==> config.mk <==
export PLATFORM = sky130hd
export DESIGN_NAME = apu_req_queue
export DESIGN_NICKNAME = d
export VERILOG_FILES = /design/src/rtl/apu_req_queue.sv
export SDC_FILE = /design/constraint.sdc
export NUM_CORES = 1
export LEC_CHECK = 0
export ABC_AREA = 1
export CORE_MARGIN = 8
export CORE_UTILIZATION = 50
export CTS_BUF_LIST = sky130_fd_sc_hd__clkbuf_4
export DETAILED_ROUTE_END_ITERATION = 8
export PLACE_DENSITY = 0.84
export SLEW_MARGIN = 20
export SYNTH_ARGS = -nofsm -noshare
export SYNTH_HDL_FRONTEND = slang
export SYNTH_SLANG_ARGS = --single-unit
==> constraint.sdc <==
create_clock -name clk_i -period 15 [get_ports clk_i]
set_clock_uncertainty 0.15 [all_clocks]
set_input_delay 3 -clock clk_i [delete_from_list [all_inputs] [get_ports clk_i]]
set_output_delay 3 -clock clk_i [all_outputs]
set_load 0.02 [all_outputs]
==> src/rtl/apu_req_queue.sv <==
// Request FIFO and outstanding-response tracker between the core APU port and an APU accelerator.
// Define APU_REQ_QUEUE_BYPASS_EN to let requests skip the FIFO when it is empty (zero-cycle issue).
module apu_req_queue #(
    parameter int unsigned DEPTH           = 4,
    parameter int unsigned MAX_OUTSTANDING = 4,
    parameter int unsigned NARGS           = 3,
    parameter int unsigned WOP             = 6,
    parameter int unsigned NDSFLAGS        = 15,
    parameter int unsigned NUSFLAGS        = 5
) (
    input  logic                                  clk_i,
    input  logic                                  rst_ni,
    input  logic                                  core_req_i,
    output logic                                  core_gnt_o,
    input  logic [NARGS*32-1:0]                   core_operands_i,
    input  logic [WOP-1:0]                        core_op_i,
    input  logic [NDSFLAGS-1:0]                   core_flags_i,
    output logic                                  core_rvalid_o,
    output logic [31:0]                           core_result_o,
    output logic [NUSFLAGS-1:0]                   core_flags_o,
    output logic                                  acc_req_o,
    input  logic                                  acc_gnt_i,
    output logic [NARGS*32-1:0]                   acc_operands_o,
    output logic [WOP-1:0]                        acc_op_o,
    output logic [NDSFLAGS-1:0]                   acc_flags_o,
    input  logic                                  acc_rvalid_i,
    input  logic [31:0]                           acc_result_i,
    input  logic [NUSFLAGS-1:0]                   acc_flags_i,
    output logic [$clog2(DEPTH):0]                count_o,
    output logic [$clog2(MAX_OUTSTANDING):0]      outstanding_o,
    output logic                                  busy_o,
    output logic                                  err_o
);

    localparam int unsigned AW = $clog2(DEPTH);
    localparam int unsigned CW = AW + 1;
    localparam int unsigned OW = $clog2(MAX_OUTSTANDING) + 1;
    localparam logic [CW-1:0] FULL = CW'(DEPTH);
    localparam logic [OW-1:0] OMAX = OW'(MAX_OUTSTANDING);

    logic [NARGS*32-1:0] opnd_mem [DEPTH];
    logic [WOP-1:0]      op_mem   [DEPTH];
    logic [NDSFLAGS-1:0] flag_mem [DEPTH];

    logic [AW-1:0]       wptr_q, wptr_d, rptr_q, rptr_d;
    logic [CW-1:0]       count_q, count_d;
    logic [OW-1:0]       out_q, out_d;
    logic                err_q, err_d;
    logic                rvalid_q;
    logic [31:0]         result_q;
    logic [NUSFLAGS-1:0] rflags_q;

    logic fifo_req, push, pop, issue, resp_ok;

    assign core_gnt_o = (count_q != FULL);
    assign fifo_req   = (count_q != '0) && (out_q < OMAX);
    assign pop        = fifo_req && acc_gnt_i;

`ifdef APU_REQ_QUEUE_BYPASS_EN
    logic bypass_avail, bypass_take;

    // An empty queue with issue credit forwards the core request directly.
    assign bypass_avail   = (count_q == '0) && (out_q < OMAX);
    assign bypass_take    = bypass_avail && core_req_i && acc_gnt_i;
    assign acc_req_o      = bypass_avail ? core_req_i      : fifo_req;
    assign acc_operands_o = bypass_avail ? core_operands_i : opnd_mem[rptr_q];
    assign acc_op_o       = bypass_avail ? core_op_i       : op_mem[rptr_q];
    assign acc_flags_o    = bypass_avail ? core_flags_i    : flag_mem[rptr_q];
    assign push           = core_req_i && core_gnt_o && !bypass_take;
    assign issue          = pop || bypass_take;
`else
    assign acc_req_o      = fifo_req;
    assign acc_operands_o = opnd_mem[rptr_q];
    assign acc_op_o       = op_mem[rptr_q];
    assign acc_flags_o    = flag_mem[rptr_q];
    assign push           = core_req_i && core_gnt_o;
    assign issue          = pop;
`endif

    // A response is only legitimate if something is in flight, counting a same-cycle issue.
    assign resp_ok = acc_rvalid_i && ((out_q != '0) || issue);

    always_comb begin
        wptr_d  = push ? wptr_q + AW'(1) : wptr_q;
        rptr_d  = pop  ? rptr_q + AW'(1) : rptr_q;
        count_d = count_q;
        if (push && !pop) begin
            count_d = count_q + CW'(1);
        end else if (pop && !push) begin
            count_d = count_q - CW'(1);
        end
        out_d = out_q;
        if (issue && !resp_ok) begin
            out_d = out_q + OW'(1);
        end else if (resp_ok && !issue) begin
            out_d = out_q - OW'(1);
        end
        err_d = err_q || (acc_rvalid_i && !resp_ok);
    end

    always_ff @(posedge clk_i) begin
        if (push) begin
            opnd_mem[wptr_q] <= core_operands_i;
            op_mem[wptr_q]   <= core_op_i;
            flag_mem[wptr_q] <= core_flags_i;
        end
    end

    always_ff @(posedge clk_i or negedge rst_ni) begin
        if (!rst_ni) begin
            wptr_q   <= '0;
            rptr_q   <= '0;
            count_q  <= '0;
            out_q    <= '0;
            err_q    <= 1'b0;
            rvalid_q <= 1'b0;
            result_q <= '0;
            rflags_q <= '0;
        end else begin
            wptr_q   <= wptr_d;
            rptr_q   <= rptr_d;
            count_q  <= count_d;
            out_q    <= out_d;
            err_q    <= err_d;
            rvalid_q <= resp_ok;
            if (resp_ok) begin
                result_q <= acc_result_i;
                rflags_q <= acc_flags_i;
            end
        end
    end

    assign core_rvalid_o = rvalid_q;
    assign core_result_o = result_q;
    assign core_flags_o  = rflags_q;
    assign count_o       = count_q;
    assign outstanding_o = out_q;
    assign busy_o        = (count_q != '0) || (out_q != '0);
    assign err_o         = err_q;

endmodule

==> results of run 1 <==
==> area by class of cell <==
cell class	count	area (um^2)	area share, %
Inverter	17	70.1	0.285
Clock buffer	189	1420	5.77
Tap cell	518	648	2.64
Antenna cell	7	17.5	0.0712
Multi-Input combinational cell	743	3560	14.5
Timing Repair Buffer	336	3330	13.6
Clock inverter	31	251	1.02
Sequential cell	517	15300	62.2
==> metrics by stage <==
step | hold WS [ns] | total power [mW]
2_1_floorplan | 0.430 | 3.22
3_3_place_gp | 0.310 | 4.07
3_5_place_dp | 0.314 | 4.12
4_1_cts | 0.331 | 5.32
5_1_grt | 0.351 | 5.56
6_report | 0.326 | 5.26
==> per-layer routing <==
metal	share of wire [%]	global-route usage [%]
met1	37	22.9
met3	8.7	7.31
met5	0.049	0
met4	3.1	9.71
met2	51	34.5
==> logic make-up after synthesis <==
group | Yosys count | share of synthesized area [%]
fa+ha+maj | 7 | 0.530
simple gates | 372 | 7.40
mux | 1 | 0.0581
buf+inv | 102 | 2.87
flops | 517 | 78.9
xor+xnor | 6 | 0.271
compound gates | 357 | 9.99
==> flip-flops by register name, indices dropped and copies added, names as in the netlist <==
register and flops:
core_result_o 32, opnd_mem 384, flag_mem 60, count_o 3
core_rvalid_o 1, rptr_q 2, core_flags_o 5, wptr_q 2
op_mem 24, outstanding_o 3, err_o 1
==> worst reg2reg max path: stages (launching register included) <==
cell and delay [ns]:
dfrtp_1 0.50, nor2_4 0.07, nand2_1 0.08, nand2_1 0.29
nor2_4 0.83, buf_4 0.56, buf_4 0.86
==> Yosys cell counts (10+ instances only) <==
cell,number
edfxtp_1,468
nor2_1,240
o21ai_0,226
nand2_1,122
o22ai_1,117
dfrtp_1,49
clkbuf_1,37
buf_2,23
buf_6,14
inv_1,13
buf_4,10
o21ai_1,10
==> report_power, final <==
part / internal, mW / switching (mW) / leakage [nW]
Combinational: 0.773 / 1.27 / 2.73
Sequential: 1.90 / 0.133 / 4.87
Clock: 0.661 / 0.520 / 0.999
Total: 3.33 / 1.93 / 8.60
==> how the worst max path moves through the flow <==
stage               depth (start not counted)              to  slack [ns]  startpoint
global placement                            5  acc_flags_o[1]        8.32   rptr_q[0]
detailed placement                          5  acc_flags_o[1]        8.21   rptr_q[0]
CTS                                         5  acc_flags_o[1]        7.32   rptr_q[0]
finish                                      5  acc_flags_o[3]        7.67   rptr_q[0]
floorplan                                   2  flag_mem[0][0]        6.24  core_req_i
global route                                5  acc_flags_o[1]        7.37   rptr_q[0]
==> metrics.txt, run 1 <==
Syn. warnings=0; Worst Path Required=about 12 ns; Cell Area, Placed=between 20000 and 25000 um^2; WL/cell=19.9 um; antenna viol nets, final=0; Final Util=between 60% and 70%; dpl cells=2131; sequential share of the synthesized area=approximately four fifths; Post-Route WL=approximately 47000 um; Setup WS pre-CTS=a little over 8 ns; Gate Count Post-Synth=1362; worst reg2reg startpoint=count_o[0]; crit path cell chain=inv_6 > buf_6 > o21ai_0 > o22ai_1 > clkdlybuf4s50_1; CP Class=reg -> out; Area Overhead vs Synth=26.9%; Largest delay share family, worst path=buffers and inverters; commonest non-fill, non-tap cell in the layout=edfxtp_1; die area=45300 um^2; root buffer cell=clkbuf_4; number of setup buffers added after CTS=0; highest-delay cell along the critical path=dfrtp_4; # setup viols final=0; first drt pass iteration count=5; GPL Wtd Cong=0.770; CTS HTree Levels=4; Post-synth ARST share=9.48%; Yosys reg bits=517; GRT Total Usage=between 20 and 25%; status=finished, final reports clean; drt drc=0; Slew Viols, Final=0; Final Non-Filler Cells=~2.4k; vias per cell=5.40; core area=38500 um^2; critical path peak fanout=between 100 and 150; FP Rows=72; Bufs on Longest Clock Path=3; IO buf count=approximately 320; die width=213 um; die height=approximately 210 um; pin count of the biggest net entering global routing=around 130; worst r2r path cells=6; HP Start=core_result_o[2]; HPWL after DPL=between 20000 and 30000 um; design area=~25000 um^2; total number of vias=~13k; Iteration-0 DRC Markers=between 900 and 1k; # nets final=1914; Ports=roughly 320; Top FF cell, synth=edfxtp_1; post-CTS sizing=0; final period utilization=between 40% and 50%; min cycle time layout=7.33 ns; grt ovf=0; Clk Latency, worst-skew pair=between 0.7 and 0.8 ns; Yosys top cell area share=between 70 and 80%; Min-Delay Path Depth=2; Crit path largest cell delay=0.72 ns; critical path endpoint category=output port; max cap viols=0; Reg clk slew, reported paths=0.06 ns; TritonCTS buffer count=133; Max Freq=~140 MHz; crit path launch type=register; Synth area leaders=edfxtp_1, dfrtp_1, o21ai_0, nor2_1, o22ai_1; P per Cell Area=between 200 and 250 nW/um^2; layout cell share with drive strength beyond 1=between 10 and 15%; Filler cells=between 2k and 3k; Mean Syn Cell Area=around 14 um^2; most frequent cells in the layout=edfxtp_1, clkdlybuf4s50_1, nor2_1; RSZ-0062 raised after global routing=false; CTS tree=done; worst vdd ir=between 0.15 and 0.2 mV; vias in the first global route=about 14k; Mapped Nets=~1.5k; RR Endpoint=opnd_mem[1][92]; post-route setup slack=~7.7 ns; Worst slew margin=26.2%; first-pass GRT wire length=71600 um; clock sinks=517; Hold Fails Final Rpt=0; Slew @ Worst Pin=~1.1 ns; initial antenna violation count=8; hold_buf cts=0; cell taking the most area after synthesis=edfxtp_1; Worst Path Buf+Inv=3; Hold Crit Class=reg -> reg; Worst Path Arrival=4.18 ns; Synth cell types=27; Leak=between 8 and 9 nW; EDFF count, synth=between 400 and 500; setup tns final=0 ns; Cell Area, Synth=between 15000 and 20000 um^2; Worst R2R Setup Slack=11.19 ns; WHS Endpoint=core_result_o[2]; Starting Density=between 50 and 60%
(Power assumes the default switching activity.)
==> run 2: changes to the inputs <==
clock period = 7.4 ns   (was 15 ns; I/O delays follow)
==> run 2 against run 1 <==
Clock-buffer cell count shrank 5. First-iteration DRC count grew 11%. Worst hold slack lost 0.0015 ns. Register-to-register slack lost 6.9 ns. Critical path depth is the same. Global-route usage shrank 0.11 points. Sequential share of layout area grew 0.16 points. Power grew 100%. Clock power grew 95%. Worst setup slack lost 6.4 ns. Critical endpoint is now acc_flags_o[8]. Largest cell class unchanged.
==> metrics.txt, run 2 (synthesis results as in run 1) <==
status=finished, final reports clean; crit path launch type=register; Reg clk slew, reported paths=0.06 ns (about the same); Crit path largest cell delay=0.84 ns (+0.12 ns); Ports=324 (unchanged); max cap viols=0 (unchanged); Slew Viols, Final=0 (unchanged); Hold Crit Class=reg -> reg; Slew @ Worst Pin=1.10 ns (-0.0109 ns); die width=213 um (unchanged); worst reg2reg startpoint=count_o[0]; highest-delay cell along the critical path=buf_4; # nets final=1913 (-0.052%); Leak=8.56 nW (-0.42%); TritonCTS buffer count=130 (-2.3%); core area=38500 um^2 (unchanged); Filler cells=2752 (-0.18%); root buffer cell=clkbuf_4; crit path cell chain=buf_4 > buf_4 > o21ai_0 > o22ai_1 > clkdlybuf4s50_1; max FFs per register=384 (unchanged); min cycle time layout=~6 ns; switching power=3.92 mW (+100%); Crit path top cell by count=buf_4; initial antenna violation count=2 (-6); Worst Path Required=5.77 ns (-6.08 ns); grt ovf=0 (unchanged); CTS tree=done; drt drc=0 (unchanged); power share of the combinational group=39.5% (+0.6 points); Area Overhead vs Synth=26.6%; HPWL after DPL=27300 um (-0.75%); final period utilization=just over 80%; layout cell share with drive strength beyond 1=12.6% (-0.020 points); worst vdd ir=0.318 mV (+110%); first-pass GRT wire length=71200 um (-0.51%); Power Total=10.6 mW (+100%); Bufs on Longest Clock Path=3 (unchanged); vias in the first global route=13.4k (-1.4%); Post-Route WL=46800 um (-0.19%); CP Class=reg -> out; RSZ-0062 raised after global routing=false; Clk Latency, worst-skew pair=0.78 ns (about the same); Sw Share=37.1% (+0.41 points); most frequent cells in the layout=edfxtp_1, clkdlybuf4s50_1, nor2_1; WL/cell=19.9 um (+0.19%); die area=45300 um^2 (unchanged); first drt pass iteration count=5 (unchanged); Worst R2R Setup Slack=4.34 ns (-6.85 ns); GPL Wtd Cong=0.779 (+1.1%); CTS HTree Levels=4 (unchanged); Iteration-0 DRC Markers=1028 (+11%); setup tns final=0 ns (unchanged); register name with the most flops=opnd_mem; Hold Fails Final Rpt=0 (unchanged); P per Cell Area=432 nW/um^2 (+100%); RR Endpoint=opnd_mem[3][62]; antenna viol nets, final=0 (unchanged); Min-Delay Path Depth=2 (unchanged); number of setup buffers added after CTS=0 (unchanged); sequential share of power=38.8% (+0.2 points); area of the multi-input gates=3560 um^2 (unchanged); FP Rows=72 (unchanged); die height=213 um (unchanged); IO buf count=323 (unchanged); hold_buf cts=0 (unchanged); total number of vias=12.7k (-0.27%); HP Start=core_result_o[15]; Worst Path Arrival=4.51 ns (+0.33 ns); critical path peak fanout=99 (-22%); Clock power frac=21.7% (-0.7 points); Max Freq=around 160 MHz; Worst slew margin=26.9% (+0.73 points); pin count of the biggest net entering global routing=149 (+16%); Final Non-Filler Cells=2349 (-0.38%); critical path endpoint category=output port; commonest non-fill, non-tap cell in the layout=edfxtp_1; dpl cells=2133 (+0.094%); vias per cell=5.41 (+0.11%); Hold WS=0.325 ns (-0.00146 ns); post-CTS sizing=0 (unchanged); clock sinks=517 (unchanged); GRT Total Usage=20.3% (-0.11 points); # setup viols final=0 (unchanged); worst r2r path cells=5 (-1); register area=15300 um^2 (unchanged); WHS Endpoint=core_result_o[15]; Starting Density=50.4% (unchanged); Pint=6.66 mW (+100%); Setup crit start=rptr_q[0]
run 2: changes by cell type in the layout (fill, tap and decap cells not counted), moves of 2 or more:
cell        change
buf_12          +2
clkinv_1        -4
clkinv_2        +2
clkbuf_4        -5
diode_2         -4
bufinv_16       -2
clkinvlp_4      +2
run 2: worst max path at each step:
stage / to
floorplan: flag_mem[0][0]
global placement: acc_op_o[3]
detailed placement: acc_flags_o[8]
CTS: acc_flags_o[8]
global route: acc_flags_o[8]
finish: acc_flags_o[8]
run 2: cell type report:
type	count	share of cell area (%)
diodes	3	0.0306
clock buffers	184	5.63
clock inverters	29	0.821
inverters	17	0.286
multi-input cells	743	14.5
flip-flops and latches	517	62.3
well taps	518	2.64
repair buffers	338	13.7
run 2: metrics by stage:
stage / worst slack [ns] / area [um^2] / util [%]
6_report: 1.26 / 24500 / 63.8
5_1_grt: 0.926 / 24500 / 63.8
4_1_cts: 1.21 / 24500 / 63.7
3_5_place_dp: 2.11 / 22900 / 59.6
3_3_place_gp: 2.20 / 22900 / 59.6
2_1_floorplan: 0.162 / 19400 / -
run 2: metal layers:
metal / wire, um / share of wire (%) / up-vias / GRT usage [%]
li1: - / - / 5860 / -
met1: 17500 / 37 / 6268 / 22.8
met2: 24200 / 52 / 477 / 34.4
met3: 3640 / 7.8 / 97 / 6.68
met4: 1490 / 3.2 / 0 / 10.4
met5: 0 / 0 / - / 0
run 2: power by group through the flow:
stage	combinational, mW	clock, mW	sequential [mW]
floorplan	2.31	0	4.22
global placement	4.12	0	4.13
detailed placement	4.20	0	4.16
CTS	4.23	2.37	4.10
global route	4.50	2.51	4.15
finish	4.19	2.30	4.11
run 2: critical path: cells and delay by family, from the launching register on:
kind	cells	cell delay [ns]
buf+inv	3	2.25
flops	1	0.79
compound gates	2	0.52
